File: src/rtl/cotm32_priv_pkg.sv
// Shared M-mode privilege types: trap causes, CSR ops, CSR addresses and field indices.
package cotm32_priv_pkg;

    localparam int unsigned XLEN    = 32;
    localparam int unsigned MXLEN   = 32;
    localparam int unsigned CAUSE_W = 4;

    typedef enum logic [CAUSE_W-1:0] {
        CAUSE_INST_ADDR_MISALIGNED  = 4'd0,
        CAUSE_INST_ACCESS_FAULT     = 4'd1,
        CAUSE_ILLEGAL_INST          = 4'd2,
        CAUSE_BREAKPOINT            = 4'd3,
        CAUSE_LOAD_ADDR_MISALIGNED  = 4'd4,
        CAUSE_LOAD_ACCESS_FAULT     = 4'd5,
        CAUSE_STORE_ADDR_MISALIGNED = 4'd6,
        CAUSE_STORE_ACCESS_FAULT    = 4'd7,
        CAUSE_ECALL_U               = 4'd8,
        CAUSE_ECALL_S               = 4'd9,
        CAUSE_ECALL_M               = 4'd11
    } trap_cause_t;

    typedef enum logic [1:0] {
        CSR_OP_WRITE = 2'd0,
        CSR_OP_SET   = 2'd1,
        CSR_OP_CLEAR = 2'd2
    } csr_op_t;

    localparam logic [11:0] CSR_MSTATUS  = 12'h300;
    localparam logic [11:0] CSR_MIE      = 12'h304;
    localparam logic [11:0] CSR_MTVEC    = 12'h305;
    localparam logic [11:0] CSR_MSCRATCH = 12'h340;
    localparam logic [11:0] CSR_MEPC     = 12'h341;
    localparam logic [11:0] CSR_MCAUSE   = 12'h342;
    localparam logic [11:0] CSR_MTVAL    = 12'h343;
    localparam logic [11:0] CSR_MIP      = 12'h344;

    localparam int unsigned MSTATUS_MIE    = 3;
    localparam int unsigned MSTATUS_MPIE   = 7;
    localparam int unsigned MSTATUS_MPP_LO = 11;
    localparam int unsigned MSTATUS_MPP_HI = 12;
    localparam int unsigned MIE_MEIE       = 11;
    localparam int unsigned MIP_MEIP       = 11;

    localparam logic [CAUSE_W-1:0] IRQ_CODE_M_EXT = 4'd11;

    // Read-modify-write result of a CSR op against the current value.
    function automatic logic [MXLEN-1:0] csr_apply(input csr_op_t op,
                                                   input logic [MXLEN-1:0] old_v,
                                                   input logic [MXLEN-1:0] wdata);
        case (op)
            CSR_OP_SET:   csr_apply = old_v | wdata;
            CSR_OP_CLEAR: csr_apply = old_v & ~wdata;
            default:      csr_apply = wdata;
        endcase
    endfunction

endpackage

File: src/rtl/trap_csr_file.sv
// M-mode trap CSR storage, read mux and masked writes.
// COTM32_VECTORED_MTVEC_EN makes mtvec.MODE writable (direct/vectored).
module trap_csr_file
    import cotm32_priv_pkg::*;
#(
    parameter logic [MXLEN-1:0] RESET_MTVEC = 32'h0000_0000
) (
    input  logic              i_clk,
    input  logic              i_rst_n,
    input  logic              i_trap_en,
    input  logic              i_trap_irq,
    input  logic [XLEN-1:0]   i_pc,
    input  trap_cause_t       i_trap_cause,
    input  logic [MXLEN-1:0]  i_trap_tval,
    input  logic              i_mret_en,
    input  logic              i_csr_we,
    input  csr_op_t           i_csr_op,
    input  logic [11:0]       i_csr_addr,
    input  logic [MXLEN-1:0]  i_csr_wdata,
    input  logic              i_irq_ext,
    output logic [MXLEN-1:0]  o_csr_rdata,
    output logic              o_csr_hit,
    output logic              o_mstatus_mie,
    output logic              o_mie_meie,
    output logic [MXLEN-1:2]  o_mtvec_base,
`ifdef COTM32_VECTORED_MTVEC_EN
    output logic              o_mtvec_vec,
`endif
    output logic [MXLEN-1:2]  o_mepc
);

    localparam logic [MXLEN-1:0] MCAUSE_IRQ = {1'b1, (MXLEN-1-CAUSE_W)'(0), IRQ_CODE_M_EXT};

    logic              mie_q, mpie_q, meie_q;
    logic [MXLEN-1:2]  mtvec_base_q;
    logic [MXLEN-1:2]  mepc_q;
    logic [MXLEN-1:0]  mscratch_q, mcause_q, mtval_q;
    logic [1:0]        mtvec_mode;
    logic [MXLEN-1:0]  wr_val;

`ifdef COTM32_VECTORED_MTVEC_EN
    logic              mtvec_vec_q;
    assign mtvec_mode  = {1'b0, mtvec_vec_q};
    assign o_mtvec_vec = mtvec_vec_q;
`else
    assign mtvec_mode  = 2'b00;
`endif

    // Read mux; also flags whether the address is implemented.
    always_comb begin
        o_csr_rdata = '0;
        o_csr_hit   = 1'b1;
        case (i_csr_addr)
            CSR_MSTATUS: begin
                o_csr_rdata[MSTATUS_MPP_HI:MSTATUS_MPP_LO] = 2'b11;
                o_csr_rdata[MSTATUS_MPIE] = mpie_q;
                o_csr_rdata[MSTATUS_MIE]  = mie_q;
            end
            CSR_MIE:      o_csr_rdata[MIE_MEIE] = meie_q;
            CSR_MTVEC:    o_csr_rdata = {mtvec_base_q, mtvec_mode};
            CSR_MSCRATCH: o_csr_rdata = mscratch_q;
            CSR_MEPC:     o_csr_rdata = {mepc_q, 2'b00};
            CSR_MCAUSE:   o_csr_rdata = mcause_q;
            CSR_MTVAL:    o_csr_rdata = mtval_q;
            CSR_MIP:      o_csr_rdata[MIP_MEIP] = i_irq_ext;
            default:      o_csr_hit = 1'b0;
        endcase
    end

    assign wr_val = csr_apply(i_csr_op, o_csr_rdata, i_csr_wdata);

    // Trap entry and MRET own the CSRs; software writes only when neither fires.
    always_ff @(posedge i_clk or negedge i_rst_n) begin
        if (!i_rst_n) begin
            mie_q        <= 1'b0;
            mpie_q       <= 1'b0;
            meie_q       <= 1'b0;
            mtvec_base_q <= RESET_MTVEC[MXLEN-1:2];
            mscratch_q   <= '0;
            mepc_q       <= '0;
            mcause_q     <= '0;
            mtval_q      <= '0;
`ifdef COTM32_VECTORED_MTVEC_EN
            mtvec_vec_q  <= 1'b0;
`endif
        end else if (i_trap_en) begin
            mepc_q   <= i_pc[XLEN-1:2];
            mcause_q <= i_trap_irq ? MCAUSE_IRQ : {(MXLEN-CAUSE_W)'(0), i_trap_cause};
            mtval_q  <= i_trap_irq ? '0 : i_trap_tval;
            mpie_q   <= mie_q;
            mie_q    <= 1'b0;
        end else if (i_mret_en) begin
            mie_q    <= mpie_q;
            mpie_q   <= 1'b1;
        end else if (i_csr_we) begin
            case (i_csr_addr)
                CSR_MSTATUS: begin
                    mie_q  <= wr_val[MSTATUS_MIE];
                    mpie_q <= wr_val[MSTATUS_MPIE];
                end
                CSR_MIE: meie_q <= wr_val[MIE_MEIE];
                CSR_MTVEC: begin
                    mtvec_base_q <= wr_val[MXLEN-1:2];
`ifdef COTM32_VECTORED_MTVEC_EN
                    mtvec_vec_q  <= (wr_val[1:0] == 2'b01);
`endif
                end
                CSR_MSCRATCH: mscratch_q <= wr_val;
                CSR_MEPC:     mepc_q     <= wr_val[MXLEN-1:2];
                CSR_MCAUSE:   mcause_q   <= wr_val;
                CSR_MTVAL:    mtval_q    <= wr_val;
                default: ;
            endcase
        end
    end

    assign o_mstatus_mie = mie_q;
    assign o_mie_meie    = meie_q;
    assign o_mtvec_base  = mtvec_base_q;
    assign o_mepc        = mepc_q;

endmodule

File: src/rtl/trap_ctrl.sv
// Machine-mode trap controller: event priority, RUN/REDIRECT FSM and registered fetch redirect.
// COTM32_VECTORED_MTVEC_EN enables vectored interrupt targets via mtvec.MODE.
module trap_ctrl
    import cotm32_priv_pkg::*;
#(
    parameter logic [MXLEN-1:0] RESET_MTVEC = 32'h0000_0000
) (
    input  logic              i_clk,
    input  logic              i_rst_n,
    input  logic              i_inst_valid,
    input  logic [XLEN-1:0]   i_pc,
    input  logic              i_trap_req,
    input  trap_cause_t       i_trap_cause,
    input  logic [MXLEN-1:0]  i_trap_tval,
    input  logic              i_mret,
    input  logic              i_irq_ext,
    input  logic              i_csr_en,
    input  csr_op_t           i_csr_op,
    input  logic [11:0]       i_csr_addr,
    input  logic [MXLEN-1:0]  i_csr_wdata,
    output logic [MXLEN-1:0]  o_csr_rdata,
    output logic              o_csr_illegal,
    output logic              o_redirect,
    output logic [XLEN-1:0]   o_redirect_pc,
    output logic              o_irq_taken
);

    typedef enum logic {ST_RUN, ST_REDIRECT} state_t;

    state_t            state_q, state_d;
    logic              redirect_q, redirect_d;
    logic [XLEN-1:0]   redirect_pc_q, redirect_pc_d;
    logic              irq_taken_q, irq_taken_d;

    logic              take_trap, take_irq, take_mret, csr_we;
    logic              csr_hit, mstatus_mie, mie_meie;
    logic [MXLEN-1:2]  mtvec_base, mepc;
    logic [XLEN-1:0]   trap_base, irq_target;

    assign trap_base = {mtvec_base, 2'b00};

`ifdef COTM32_VECTORED_MTVEC_EN
    localparam logic [XLEN-1:0] IRQ_VEC_OFF = XLEN'(4 * IRQ_CODE_M_EXT);
    logic mtvec_vec;
    assign irq_target = mtvec_vec ? trap_base + IRQ_VEC_OFF : trap_base;
`else
    assign irq_target = trap_base;
`endif

    trap_csr_file #(.RESET_MTVEC(RESET_MTVEC)) u_csr (
        .i_clk         (i_clk),
        .i_rst_n       (i_rst_n),
        .i_trap_en     (take_trap | take_irq),
        .i_trap_irq    (take_irq),
        .i_pc          (i_pc),
        .i_trap_cause  (i_trap_cause),
        .i_trap_tval   (i_trap_tval),
        .i_mret_en     (take_mret),
        .i_csr_we      (csr_we),
        .i_csr_op      (i_csr_op),
        .i_csr_addr    (i_csr_addr),
        .i_csr_wdata   (i_csr_wdata),
        .i_irq_ext     (i_irq_ext),
        .o_csr_rdata   (o_csr_rdata),
        .o_csr_hit     (csr_hit),
        .o_mstatus_mie (mstatus_mie),
        .o_mie_meie    (mie_meie),
        .o_mtvec_base  (mtvec_base),
`ifdef COTM32_VECTORED_MTVEC_EN
        .o_mtvec_vec   (mtvec_vec),
`endif
        .o_mepc        (mepc)
    );

    // Event priority in RUN: sync trap > interrupt > MRET > CSR write.
    always_comb begin
        state_d       = state_q;
        redirect_d    = 1'b0;
        redirect_pc_d = redirect_pc_q;
        irq_taken_d   = 1'b0;
        take_trap     = 1'b0;
        take_irq      = 1'b0;
        take_mret     = 1'b0;
        csr_we        = 1'b0;
        case (state_q)
            ST_RUN: begin
                if (i_trap_req) begin
                    take_trap = 1'b1;
                end else if (i_irq_ext & mie_meie & mstatus_mie & i_inst_valid) begin
                    take_irq = 1'b1;
                end else if (i_mret) begin
                    take_mret = 1'b1;
                end else begin
                    csr_we = i_csr_en;
                end
                if (take_trap | take_irq | take_mret) begin
                    state_d       = ST_REDIRECT;
                    redirect_d    = 1'b1;
                    irq_taken_d   = take_irq;
                    redirect_pc_d = take_mret ? {mepc, 2'b00} :
                                    take_irq  ? irq_target : trap_base;
                end
            end
            default: state_d = ST_RUN;
        endcase
    end

    always_ff @(posedge i_clk or negedge i_rst_n) begin
        if (!i_rst_n) begin
            state_q       <= ST_RUN;
            redirect_q    <= 1'b0;
            redirect_pc_q <= '0;
            irq_taken_q   <= 1'b0;
        end else begin
            state_q       <= state_d;
            redirect_q    <= redirect_d;
            redirect_pc_q <= redirect_pc_d;
            irq_taken_q   <= irq_taken_d;
        end
    end

    // The pipeline is flushing during REDIRECT, so a CSR access there is not an access.
    assign o_csr_illegal = i_csr_en & ~csr_hit & (state_q == ST_RUN);
    assign o_redirect    = redirect_q;
    assign o_redirect_pc = redirect_pc_q;
    assign o_irq_taken   = irq_taken_q;

endmodule

File: config.mk
export PLATFORM = sky130hd
export DESIGN_NAME = trap_ctrl
export DESIGN_NICKNAME = d
export VERILOG_FILES = /design/src/rtl/cotm32_priv_pkg.sv /design/src/rtl/trap_csr_file.sv /design/src/rtl/trap_ctrl.sv
export SDC_FILE = /design/constraint.sdc
export NUM_CORES = 1
export LEC_CHECK = 0
export BUFFER_PORTS_ARGS = -buffer_cell sky130_fd_sc_hd__buf_4
export CAP_MARGIN = 20
export CORE_MARGIN = 1
export CORE_UTILIZATION = 50
export CTS_CLUSTER_DIAMETER = 100
export CTS_CLUSTER_SIZE = 14
export DETAILED_ROUTE_END_ITERATION = 12
export GPL_TIMING_DRIVEN = 1
export PLACE_DENSITY = 0.7
export REMOVE_ABC_BUFFERS = 1
export SYNTH_ARGS = -nofsm -noshare
export SYNTH_HDL_FRONTEND = slang
export SYNTH_SLANG_ARGS = --single-unit
File: constraint.sdc
create_clock -name i_clk -period 3.1 [get_ports i_clk]
set_input_delay 0.31 -clock i_clk [delete_from_list [all_inputs] [get_ports i_clk]]
set_output_delay 0.31 -clock i_clk [all_outputs]
set_load 0.01 [all_outputs]
### Word level (Yosys, flattened, before mapping)

Index checks and enable logic that the tools add are counted.

| cells by class | value |
|---|---|
| bitwise operators | 15 |
| div/mod/pow operators | 0 |
| reduce and logical (&&, ||, !) cells | 15 |
| equal/unequal tests | 11 |
| shifts and indexed selects | 0 |
| $add $sub $neg | 0 |
| muxes and demuxes | 53 |
| $mul | 0 |
| magnitude comparators | 0 |

Operator list:

| cell | count |
|---|---|
| 32-bit 2-to-1 mux | 11 |
| 30-bit 2-to-1 mux | 4 |
| 12-bit by 10-bit == test with 1-bit output (second input constant) | 8 |
| 19-bit case mux with 5 select lines | 1 |
| 32-bit case mux with 2 select lines | 1 |
| 3-bit case mux with 5 select lines | 3 |
| 32-bit bitwise AND | 1 |
| 32-bit NOT | 1 |
| 32-bit OR | 1 |
| 1-bit 2-to-1 mux | 29 |
| 1-bit case mux with 6 select lines | 3 |
| 4-bit AND reduction | 3 |
| 3-bit AND reduction | 3 |
| 1-bit case mux with 8 select lines | 1 |
| 2-bit nonzero test | 4 |
| 8-bit OR reduction | 1 |
| 3-bit nonzero test | 2 |
| 1-bit bitwise AND | 5 |
| 1-bit NOT | 4 |
| 2-bit AND reduction | 2 |
| 1-bit OR | 3 |
| 2-bit by 1-bit == test with 1-bit output (second input constant) | 1 |
| 2-bit == test (second input constant) | 1 |
| 2-bit by 1-bit != test with 1-bit output (second input constant) | 1 |

| storage, ports and cells | value |
|---|---|
| output and inout bits | 67 |
| bits in registers | 193 |
| memories kept | 0 |
| bits in read-only memories | 0 |
| word-level logic and storage cells | 105 |
| latch bits | 0 |
| memory bits (writable) | 0 |

### Longest topological paths before layout

Gate-level depths: netlist (run 1).

| logic depth | value |
|---|---|
| word-level depth | 10 |
| mapped depth | 9 |
| mapped depth without buffers | 8 |

### Hierarchy

A second synthesis (run 1) with hierarchy kept.

| second synthesis, totals | value |
|---|---|
| cells, all modules | 976 |
| area, all modules | 10,364.9 µm² |

By module, submodules not included:

| module | area each (µm²) | times used | seq. area each (µm²) | cells each |
|---|---|---|---|---|
| trap_csr_file | 8,378.0 | 1 | 3,978.8 | 853 |
| trap_ctrl | 1,986.9 | 1 | 800.8 | 123 |

### Least setup slack after synthesis (run 1)

No wires, ideal clock.

| timing path | value |
|---|---|
| path kind | in2reg |
| start | input port i_csr_addr[1] |
| end | register u_csr.mepc_q, in the netlist u_csr.o_mepc[23] |
| stages | 7 |
| data arrival time | 2,126 ps |
| data required time | 2,973 ps |
| setup slack | 848 ps |
| library setup time | 127 ps |
| buffers on the path | 2 |
| cell sequence | clkbuf_1 > buf_1 > mux4_2 > a22o_2 > a32oi_2 > nor2_1 > a221o_2 |

| between the ends | value |
|---|---|
| cells in the longest elaborated chain, start to end | 8 |
| elaborated cells on any way between the ends | 15 |
| classes of those cells | eq/ne (5); mux (6); bitwise (2); reduce/logical (2) |

RTL lines:

| element | line | source |
|---|---|---|
| from (decl) | trap_ctrl.sv:19 | `input logic [11:0] i_csr_addr,` |
| 12-bit by 10-bit == test with 1-bit output | trap_csr_file.sv:53 | `case (i_csr_addr)` |
| 19-bit case mux with 5 select lines (*) | trap_csr_file.sv:53 |  |
| net o_csr_rdata[23] | trap_ctrl.sv:21 | `output logic [MXLEN-1:0] o_csr_rdata,` |
| 32-bit bitwise AND / 32-bit OR (equally long branches) | cotm32_priv_pkg.sv:52, cotm32_priv_pkg.sv:51 |  |
| 32-bit case mux with 2 select lines (*) | cotm32_priv_pkg.sv:50 | `case (op)` |
| 30-bit 2-to-1 mux (*) | trap_csr_file.sv:96 | `case (i_csr_addr)` |
| 30-bit 2-to-1 mux (*) | trap_csr_file.sv:95 | `end else if (i_csr_we) begin` |
| 30-bit 2-to-1 mux (*) | trap_csr_file.sv:92 | `end else if (i_mret_en) begin` |
| 30-bit 2-to-1 mux (*) | trap_csr_file.sv:86 | `end else if (i_trap_en) begin` |
| to (signal assigned) | trap_csr_file.sv:87 | `mepc_q <= i_pc[XLEN-1:2];` |
| to (signal assigned) | trap_csr_file.sv:109 | `CSR_MEPC: mepc_q <= wr_val[MXLEN-1:2];` |
| to (decl) | trap_csr_file.sv:36 | `logic [MXLEN-1:2] mepc_q;` |

The timed path passes the listed nets; every way through them passes the cells marked *. The select of a mux whose other input is x is not followed.
A chain may end at the register's enable or synchronous reset.

### Worst setup path in the final report (run 1)

| timing path | value |
|---|---|
| start | input port i_csr_addr[10] |
| end | output port o_csr_rdata[31] |

| between the ends | value |
|---|---|
| cells in the longest elaborated chain, start to end | 2 |
| elaborated cells on any way between the ends | 6 |
| classes of those cells | eq/ne (5); mux (1) |

RTL lines:

| element | line |
|---|---|
| 12-bit by 10-bit == test with 1-bit output | trap_csr_file.sv:53 |
| 19-bit case mux with 5 select lines (*) | trap_csr_file.sv:53 |
| to (decl) | trap_ctrl.sv:21 |

Mark *: on every way between the ends. The rest lies on a longest branch, timed or not.

==> impl_metrics.py, run 1 <==
metrics = {
    "run_status": {
        "outcome": "complete, no violations",
    },
    "sta": {
        "slew_headroom_pct": 33.6,
        "fmax_mhz": 389,
        "hold_viol_final": 0,
        "min_period_ns": 2.57,
        "fin_ws_ns": 0.530,
        "period_share_pct": 82.9,
        "finalSetupViolCount": 0,
        "tightest_slew_ns": 0.993,
        "setup_tns_ns": 0,
        "clock_skew_ns": 0.00785,
        "maxSlewViolCount": 0,
        "rsz0062_at_grt": "no",
    },
    "floorplan": {
        "core-area_sq_um": 19400,
        "die_width_um": 142,
        "top_level_ports": 188,
        "rows": 51,
        "initial_core_util_pct": 50.9,
        "die-area_sq_um": 20300,
        "die_h_um": 142,
    },
    "worst_hold_path": {
        "hold_class": "in -> reg",
    },
    "cts": {
        "clk_root_buffer_cell": "clkbuf_16",
        "clk_pin_slew_ns": 0.07,
        "cts_tree": "yes",
        "numCtsBuffers": 17,
        "cts_buffer_depth": 2,
        "clkLatencyLatePin_ns": 0.44,
        "htree_levels": 4,
        "cts.sinks": 191,
    },
    "synthesis": {
        "yosysTopAreaCellShare_pct": 48.5,
        "synth_top_family_by_area": "compound AO/OA/AOI/OAI gates",
        "yosys.area_share.adder_pct": 0.254,
        "seq_area_frac_synth_pct": 48.5,
        "synth_xor_xnor_area_share_pct": 0.0888,
        "synth_seq_cells": 191,
        "syn_area_sq_um": 9860,
        "netlist_instances": 973,
        "yosys.area.top_type": "dfrtp_1",
        "synthTopCellsByArea": "dfrtp_1 (48%), mux4_2 (6.6%), a21oi_1 (5.1%), o21ai_0 (4.8%), nor2_1 (3.8%)",
        "synth.distinct_cells": 67,
        "synth_compound_area_share_pct": 24.6,
        "yosys.area_share.simple_pct": 13.0,
        "synthArstFlopShare_pct": 100,
        "avgSynthCellArea_sq_um": 10.1,
        "synth_flop_cell": "dfrtp_1",
        "synth_edf_count": 0,
        "yosysWarnings": 0,
        "yosys-mux-area-fraction_pct": 9.67,
    },
    "routing": {
        "finalWirelength_um": 31500,
        "drt_first_iter_violations": 755,
        "antenna_left": 0,
        "routed-via-count": 8871,
        "via_per_inst": 6.28,
        "drt_pass1_iterations": 5,
        "wl_per_cell_um": 22.3,
        "drc": 0,
    },
    "setup_path": {
        "cp.arrival_ns": 2.26,
        "start_kind": "input pin",
        "end_kind": "primary output",
        "crit_fanout": 18,
        "required_ns": 2.79,
        "r2r_slack_ns": 0.55,
        "path_class": "in -> out",
    },
    "cells_and_area": {
        "num-nets-final": 1259,
        "multi_input_area_sq_um": 4740,
        "nFillCells": 1634,
        "seqCellArea_sq_um": 4780,
        "diodes": 0,
        "area_growth_pct": 24.0,
        "fin_util_pct": 63.1,
        "drive_gt1_share_pct": 30.0,
    },
    "power": {
        "clkPwrFrac_pct": 34.7,
        "p_sw_mw": 1.82,
        "swShare_pct": 28.7,
        "p_per_area_nw_per_um2": 517,
        "seq_power_share_pct": 46.0,
        "pwr-share-comb_pct": 19.3,
        "p_leak_nw": 5.46,
        "ir_drop_mv": 0.313,
        "intPower_mw": 4.51,
    },
    "grt": {
        "grt_pass1_wl_um": 48900,
        "grt_max_degree": 75,
        "grt_use_total_pct": 32.5,
        "grt_pass1_vias": 8685,
        "gr-total-overflow": 0,
        "antenna_found_initial": 0,
    },
    "place": {
        "post-dp-hpwl_um": 20100,
        "portBuffers": 183,
        "place_ws_ns": 0.426,
        "gp_congestion": 0.862,
    },
    "run": {
        "drv_cap": 0,
    },
}
## worst paths after layout
| kind | startpoint | end | depth (start not counted) |
|---|---|---|---|
| max in group asynchronous | i_rst_n | u_csr.o_mtvec_base[15] | 3 |
| hold / removal | i_pc[26] | u_csr.o_mepc[26] | 3 |
| hold reg to reg | u_csr.mscratch_q[18] | u_csr.mscratch_q[18] | 2 |
| setup / recovery | i_csr_addr[10] | o_csr_rdata[31] | 6 |
| setup reg to reg | o_redirect | u_csr.mtval_q[1] | 7 |
| min in group asynchronous | i_rst_n | o_redirect_pc[7] | 2 |
## cell usage after synthesis, drive strengths merged, types with 2 or more instances
| cell type | n |
|---|---|
| nor3 | 14 |
| a21oi | 101 |
| a22o | 26 |
| nand3 | 45 |
| a22oi | 11 |
| a21o | 3 |
| buf | 28 |
| and2b | 6 |
| a221o | 2 |
| ha | 2 |
| nand4 | 2 |
| o21ai | 127 |
| a32oi | 21 |
| o22ai | 15 |
| clkbuf | 49 |
| nor2 | 102 |
| nand2b | 4 |
| nand4bb | 2 |
| a211oi | 34 |
| nand2 | 76 |
| dfrtp | 191 |
| nor2b | 7 |
| mux2i | 30 |
| inv | 8 |
| or2 | 2 |
| and2 | 3 |
| o211ai | 7 |
| mux4 | 29 |
| nor4 | 4 |
| or4 | 2 |
## what timing repair did
item | in CTS | in global routing
hold buffers | 1 | 0
gates resized for setup | 0 | 0
hold endpoints to repair | 71 | 0
buffers inserted | 0 | 0
## final cells by class
| type | count | share of cell area, % |
|---|---|---|
| inverter | 9 | 0.276 |
| sequential | 191 | 39.1 |
| clock buffer | 21 | 3.76 |
| clock inverter | 10 | 0.920 |
| multi-input combinational | 697 | 38.8 |
| tap | 265 | 2.71 |
| timing repair buffer | 220 | 14.5 |
## critical path, cell delays in order
cell and delay [ns]:
buf_4 0.11, or4_4 0.69, nor4_4 0.57, buf_12 0.23
a22o_1 0.20, buf_4 0.14
## power by group through the flow
stage	logic, mW	clock network [mW]	registers (mW)
after floorplan	0.600	0	2.94
after global placement	1.19	0	2.94
after detailed placement	1.21	0	2.95
after CTS	1.22	2.21	2.90
after global routing	1.32	2.30	2.94
final	1.22	2.20	2.91
## metrics by stage
step	total power, mW	instance area (sq um)	hold slack, ns	cells
floorplan	3.54	9510	0.0144	897
global placement	4.13	11700	0.378	1381
detailed placement	4.16	11700	0.376	1381
CTS	6.32	12200	0.0892	1413
global route	6.56	12200	0.0913	1413
finish	6.33	12200	0.0961	1413
## logic make-up (layout without fill, tap and decap cells)
logic type | after synthesis | in the layout
compound gates | 359 | 359
simple gates | 274 | 274
other cells | 1 | 2
mux | 59 | 59
buf+inv | 86 | 260
flops | 191 | 191
fa+ha+maj | 2 | 2
xor+xnor | 1 | 1
## per-layer routing
metal  routed length (um)  track usage, %  vias up
met2                15100            51.4      464
met5                    0               0        -
met1                12900            43.6     4398
li1                     -               -     3934
met4                  959            15.3        0
met3                 2580            5.65       75
## sequential cells by signal, indices dropped and copies added, names as in the netlist
register,cells
o_irq_taken,1
u_csr.mpie_q,1
u_csr.o_mepc,30
o_redirect_pc,30
u_csr.mcause_q,32
u_csr.mscratch_q,32
u_csr.o_mie_meie,1
u_csr.o_mstatus_mie,1
o_redirect,1
u_csr.mtval_q,32
u_csr.o_mtvec_base,30
## layout by cell type, fill, tap and decap left out, types with 3 or more instances in the layout
cell type,instances
clkbuf_16,17
buf_12,9
a22oi_1,11
and2_1,3
nand2_1,72
nand3_1,45
nor2b_1,6
a32oi_1,9
nor2_2,3
buf_4,209
inv_1,7
and2b_1,6
clkinv_2,5
a211oi_2,19
a32oi_2,12
o22ai_1,15
clkbuf_8,3
o21ai_1,31
nand2_2,4
nor3_1,13
o21ai_0,94
nor2_1,97
a22o_2,8
o211ai_1,7
dfrtp_1,191
a211oi_1,15
nand2b_1,3
a21o_1,3
mux4_2,29
a21oi_1,101
a22o_1,16
mux2i_1,30
No activity file was read; power rests on OpenSTA's default activity.
==> run 2, diff against run 1 <==
--- a/config.mk
+++ b/config.mk
@@ -13,7 +13,7 @@
 export CTS_CLUSTER_SIZE = 14
 export DETAILED_ROUTE_END_ITERATION = 12
 export GPL_TIMING_DRIVEN = 1
-export PLACE_DENSITY = 0.7
+export PLACE_DENSITY = 0.73
 export REMOVE_ABC_BUFFERS = 1
 export SYNTH_ARGS = -nofsm -noshare
 export SYNTH_HDL_FRONTEND = slang
==> constraint.sdc (replaced) <==
create_clock -name i_clk -period 2.2 [get_ports i_clk]
set_input_delay 0.22 -clock i_clk [delete_from_list [all_inputs] [get_ports i_clk]]
set_output_delay 0.22 -clock i_clk [all_outputs]
set_load 0.01 [all_outputs]
==> impl_metrics.py, run 2 (synthesis results as in run 1) <==
metrics = {
    "power": {
        "ir_drop_mv": 0.541,
        "p_leak_nw": 5.89,
        "p_per_area_nw_per_um2": 696,
    },
    "grt": {
        "busiest_layer": "met2",
        "grtUsageMet3_pct": 5.28,
        "grt.met1_usage_pct": 43.6,
        "met2_usage_pct": 52.0,
        "gr-total-overflow": 0,
        "grt_use_total_pct": 32.4,
        "grt_pass1_wl_um": 49600,
        "grt_max_degree": 65,
        "antenna_found_initial": 0,
        "grt_pass1_vias": 9122,
    },
    "floorplan": {
        "die-area_sq_um": 20300,
        "die_width_um": 142,
        "top_level_ports": 188,
        "core-area_sq_um": 19400,
        "rows": 51,
        "die_h_um": 142,
        "initial_core_util_pct": 50.9,
    },
    "setup_path": {
        "path_cells": "mux4_2 -> and3_4 -> a221oi_4 -> nor2_2 -> buf_4",
        "crit_path_top_delay_cell": "mux4_2",
        "path_class": "reg -> out",
        "worst-path-buf-inv": 1,
        "crit_fanout": 2,
        "cp.arrival_ns": 1.97,
        "critPathMaxStageDelay_ns": 0.50,
        "required_ns": 1.98,
        "end_kind": "primary output",
        "start_kind": "flop",
        "crit_family": "multiplexers",
    },
    "sta": {
        "clock_skew_ns": 0.0108,
        "min_period_ns": 2.19,
        "period_share_pct": 99.5,
        "setup_tns_ns": 0,
        "hold_viol_final": 0,
        "slew_headroom_pct": 56.4,
        "rsz0062_at_grt": "yes",
        "maxSlewViolCount": 0,
        "finalSetupViolCount": 0,
        "fmax_mhz": 457,
        "tightest_slew_ns": 0.645,
    },
    "routing": {
        "wl_per_cell_um": 21.6,
        "routed-via-count": 9284,
        "drt_first_iter_violations": 776,
        "drc": 0,
        "antenna_left": 0,
        "finalWirelength_um": 32100,
        "via_per_inst": 6.26,
        "drt_pass1_iterations": 7,
    },
    "cells_and_area": {
        "diodes": 0,
        "seqCellArea_sq_um": 4780,
        "drive_gt1_share_pct": 34.6,
        "nFillCells": 1564,
        "layout_commonest_cell": "buf_4",
        "top_regs": "u_csr.mcause_q x32, u_csr.mscratch_q x32, u_csr.mtval_q x32",
        "final_cell_mix": "buf_4 (262), dfrtp_1 (191), a21oi_1 (101)",
        "area_growth_pct": 32.0,
        "multi_input_area_sq_um": 4820,
        "fin_area_sq_um": 13000,
        "num-nets-final": 1328,
    },
    "cts": {
        "numCtsBuffers": 17,
        "clk_root_buffer_cell": "clkbuf_16",
        "clk_pin_slew_ns": 0.07,
        "clkLatencyLatePin_ns": 0.44,
        "htree_levels": 4,
        "cts.sinks": 191,
        "cts_tree": "yes",
        "cts_buffer_depth": 2,
    },
    "place": {
        "postPlaceCellArea_sq_um": 12300,
        "gp_congestion": 0.870,
        "post-dp-hpwl_um": 21600,
        "portBuffers": 183,
    },
    "run": {
        "drv_cap": 0,
    },
    "run_status": {
        "outcome": "complete, no violations",
    },
    "worst_hold_path": {
        "hold_class": "in -> reg",
    },
}
-- run 2: cell types whose count changed in the layout (fill, tap and decap cells not counted), sizes merged --
cell,change
clkbuf,-3
dlygate4sd3,+1
buf,+68
clkinvlp,+1
inv,+4
bufinv,-1
-- run 2: path summary, 6_finish.rpt --
path | from | endpoint | slack, ns | depth (start not counted)
min in group asynchronous | i_rst_n | u_csr.o_mepc[7] | 0.36 | 2
hold reg to reg | u_csr.mscratch_q[6] | u_csr.mscratch_q[6] | 0.49 | 2
hold / removal | i_pc[23] | u_csr.o_mepc[23] | 0.01 | 2
setup / recovery | u_csr.mtval_q[7] | o_csr_rdata[7] | 0.01 | 5
setup reg to reg | u_csr.mtval_q[7] | u_csr.mpie_q | 0.06 | 8
max in group asynchronous | i_rst_n | u_csr.mcause_q[8] | 1.14 | 3
-- run 2: repair_timing --
item / 4_1_cts / 5_1_grt
setup buffers: 1 / 6
endpoints found under the hold margin: 61 / 0
resized for setup: 0 / 13
pin swaps: 0 / 6
hold buffers: 2 / 0
setup endpoints to repair: 1 / 41
-- run 2: worst reg2reg max path: stages, from the launching register on --
cell and delay (ns):
dfrtp_1 0.39, mux4_2 0.50, and3_4 0.21, a221oi_4 0.21, buf_4 0.15, buf_4 0.11
a2bb2oi_4 0.14, nor2b_1 0.06, o31a_1 0.26
-- run 2: metrics by stage --
| step | setup WS, ns | power [mW] | util, % | cells | hold slack (ns) |
|---|---|---|---|---|---|
| after floorplan | -1.03 | 4.99 | - | 897 | -0.0756 |
| after global placement | -0.0133 | 5.91 | 63.3 | 1443 | 0.265 |
| after detailed placement | -0.0772 | 5.96 | 63.3 | 1443 | 0.262 |
| after CTS | 0.00128 | 9.04 | 66.5 | 1478 | 0.00138 |
| after global routing | -0.0291 | 9.41 | 67.1 | 1483 | 0.00995 |
| final | 0.0120 | 9.06 | 67.1 | 1483 | 0.0140 |
-- run 2: power breakdown --
group	internal (mW)	switching [mW]	total, mW
registers	3.86	0.231	4.09
logic	0.869	0.993	1.86
clock network	1.61	1.50	3.11
-- run 2: routing by layer --
metal / part of all wire (%) / wire (um)
met5: 0 / 0
met4: 2.9 / 922
met3: 9.0 / 2890
met2: 48 / 15400
met1: 40 / 12900
-- run 2: cell type report --
type	count	area share (%)
clock inverters	14	1.20
clock buffers	18	3.30
well taps	265	2.55
inverters	9	0.259
multi-input cells	697	37.0
repair buffers	289	19.0
flip-flops and latches	191	36.7
==> run 3, diff against run 2 <==
--- a/config.mk
+++ b/config.mk
@@ -7,13 +7,15 @@
 export LEC_CHECK = 0
 export BUFFER_PORTS_ARGS = -buffer_cell sky130_fd_sc_hd__buf_4
 export CAP_MARGIN = 20
+export CELL_PAD_IN_SITES_DETAIL_PLACEMENT = 2
+export CELL_PAD_IN_SITES_GLOBAL_PLACEMENT = 2
 export CORE_MARGIN = 1
-export CORE_UTILIZATION = 50
+export CORE_UTILIZATION = 32
 export CTS_CLUSTER_DIAMETER = 100
 export CTS_CLUSTER_SIZE = 14
 export DETAILED_ROUTE_END_ITERATION = 12
 export GPL_TIMING_DRIVEN = 1
-export PLACE_DENSITY = 0.73
+export PLACE_DENSITY = 0.74
 export REMOVE_ABC_BUFFERS = 1
 export SYNTH_ARGS = -nofsm -noshare
 export SYNTH_HDL_FRONTEND = slang
==> impl_metrics.py, run 3 (synthesis results as in run 1) <==
metrics = {
    "setup_path": {
        "end_kind": "primary output",
        "path_class": "in -> out",
        "crit_fanout": 6,
        "required_ns": 1.98,
        "cp.arrival_ns": 1.98,
        "start_kind": "input pin",
    },
    "sta": {
        "rsz0062_at_grt": "yes",
        "fmax_mhz": 454,
        "fin_ws_ns": -0.00295,
        "period_share_pct": 100,
        "tightest_slew_ns": 0.931,
        "min_period_ns": 2.20,
        "clock_skew_ns": 0.0107,
        "maxSlewViolCount": 0,
        "holdWs_ns": 0.0152,
        "finalSetupViolCount": 1,
        "slew_headroom_pct": 37.9,
        "hold_viol_final": 0,
    },
    "floorplan": {
        "core-area_sq_um": 30000,
        "initial_core_util_pct": 32.9,
        "rows": 63,
        "die_width_um": 178,
        "die_h_um": 178,
        "die-area_sq_um": 31500,
        "top_level_ports": 188,
    },
    "routing": {
        "antenna_left": 0,
        "routed-via-count": 9461,
        "finalWirelength_um": 42500,
        "drt_first_iter_violations": 527,
        "wl_per_cell_um": 26.0,
        "drc": 0,
        "drt_pass1_iterations": 5,
        "via_per_inst": 5.79,
    },
    "grt": {
        "gr-total-overflow": 0,
        "antenna_found_initial": 0,
        "grt_pass1_vias": 10214,
        "grt_pass1_wl_um": 62300,
        "grt_max_degree": 62,
        "grt_use_total_pct": 26.7,
    },
    "power": {
        "pwr-share-comb_pct": 21.6,
        "p_leak_nw": 6.04,
        "totalPowerFinal_mw": 9.22,
        "ir_drop_mv": 0.522,
        "clkPwrFrac_pct": 33.8,
        "p_per_area_nw_per_um2": 686,
        "intPower_mw": 6.32,
        "swShare_pct": 31.5,
        "p_sw_mw": 2.91,
        "seq_power_share_pct": 44.7,
    },
    "cts": {
        "clk_root_buffer_cell": "clkbuf_16",
        "clk_pin_slew_ns": 0.08,
        "numCtsBuffers": 17,
        "htree_levels": 4,
        "clkLatencyLatePin_ns": 0.45,
        "cts_buffer_depth": 2,
        "cts_tree": "yes",
        "cts.sinks": 191,
    },
    "cells_and_area": {
        "layout_commonest_cell": "buf_4",
        "num-nets-final": 1355,
        "nFillCells": 3146,
        "top_regs": "u_csr.mcause_q x32, u_csr.mscratch_q x32, u_csr.mtval_q x32",
        "area_growth_pct": 36.4,
        "drive_gt1_share_pct": 36.0,
        "final_cell_mix": "buf_4 (281), dfrtp_1 (191), a21oi_1 (101)",
        "diodes": 0,
        "fin_util_pct": 44.9,
    },
    "run_status": {
        "violations": "negative setup slack",
        "outcome": "finished with violations",
    },
    "worst_hold_path": {
        "hold_class": "in -> reg",
    },
    "place": {
        "gp_congestion": 0.858,
        "post-dp-hpwl_um": 28100,
        "portBuffers": 183,
    },
    "run": {
        "drv_cap": 0,
    },
}
-- run 3: cell count changes in the layout (fill, tap and decap cells not counted), sizes merged, moves of 2 or more --
cell and change:
buf +17, clkbuf +6, dlygate4sd3 +6, clkinv -2
-- run 3: power by group through the flow --
stage | Combinational, mW | Clock (mW) | Sequential [mW]
floorplan | 0.845 | 0 | 4.14
finish | 1.99 | 3.12 | 4.12
CTS | 1.93 | 3.18 | 4.11
global placement | 1.83 | 0 | 4.15
global route | 2.14 | 3.29 | 4.16
detailed placement | 1.90 | 0 | 4.18
-- run 3: through the flow --
step,instances,TNS [ns],setup slack [ns],instance area (sq um)
final,1635,-0.00295,-0.00295,13500
after global routing,1635,-0.170,-0.0382,13500
after CTS,1629,-0.0159,-0.00741,13200
after detailed placement,1587,-7.40,-0.175,12500
after global placement,1587,-1.37,-0.0820,12500
after floorplan,897,-102.41,-1.03,9510
-- run 3: path summary, 6_finish.rpt --
path                                      start                    to  slack (ns)  cells after the start
hold reg to reg            u_csr.mscratch_q[31]  u_csr.mscratch_q[31]        0.48                      2
hold / removal                         i_pc[28]      u_csr.o_mepc[28]        0.02                      3
max in group asynchronous               i_rst_n    u_csr.mcause_q[27]        1.10                      3
min in group asynchronous               i_rst_n      o_redirect_pc[7]        0.33                      2
setup / recovery                  i_csr_addr[4]       o_csr_rdata[14]      -0.003                      8
setup reg to reg            u_csr.o_mstatus_mie     o_redirect_pc[19]        0.07                      6
-- run 3: cell type report --
class,count,area (sq um),area share (%)
multi-input cells,698,4880,36.3
flip-flops and latches,191,4780,35.5
repair buffers,315,2700,20.1
well taps,390,488,3.63
clock buffers,21,470,3.50
clock inverters,11,96.3,0.716
inverters,9,33.8,0.251
-- run 3: critical path, cell delays in order --
cell and delay [ns]:
buf_4 0.11, or4_4 0.62, nor4_4 0.30, buf_6 0.17
clkbuf_16 0.17, a22o_1 0.15, buf_4 0.12, buf_4 0.11
-- run 3: repair_timing --
action / 4_1_cts / 5_1_grt
cloned: 0 / 4
pin swaps: 3 / 9
hold buffers: 8 / 0
resized for setup: 3 / 18
setup endpoints to repair: 38 / 84
setup buffers: 2 / 3
hold endpoints to repair: 63 / 0
-- run 3: metal layers --
layer / track usage [%] / up-vias / part of all wire (%)
met3: 3.49 / 63 / 4.9
li1: - / 4110 / -
met5: 0 / - / 0
met2: 43.7 / 295 / 48
met4: 8.37 / 0 / 2.5
met1: 36.5 / 4993 / 44
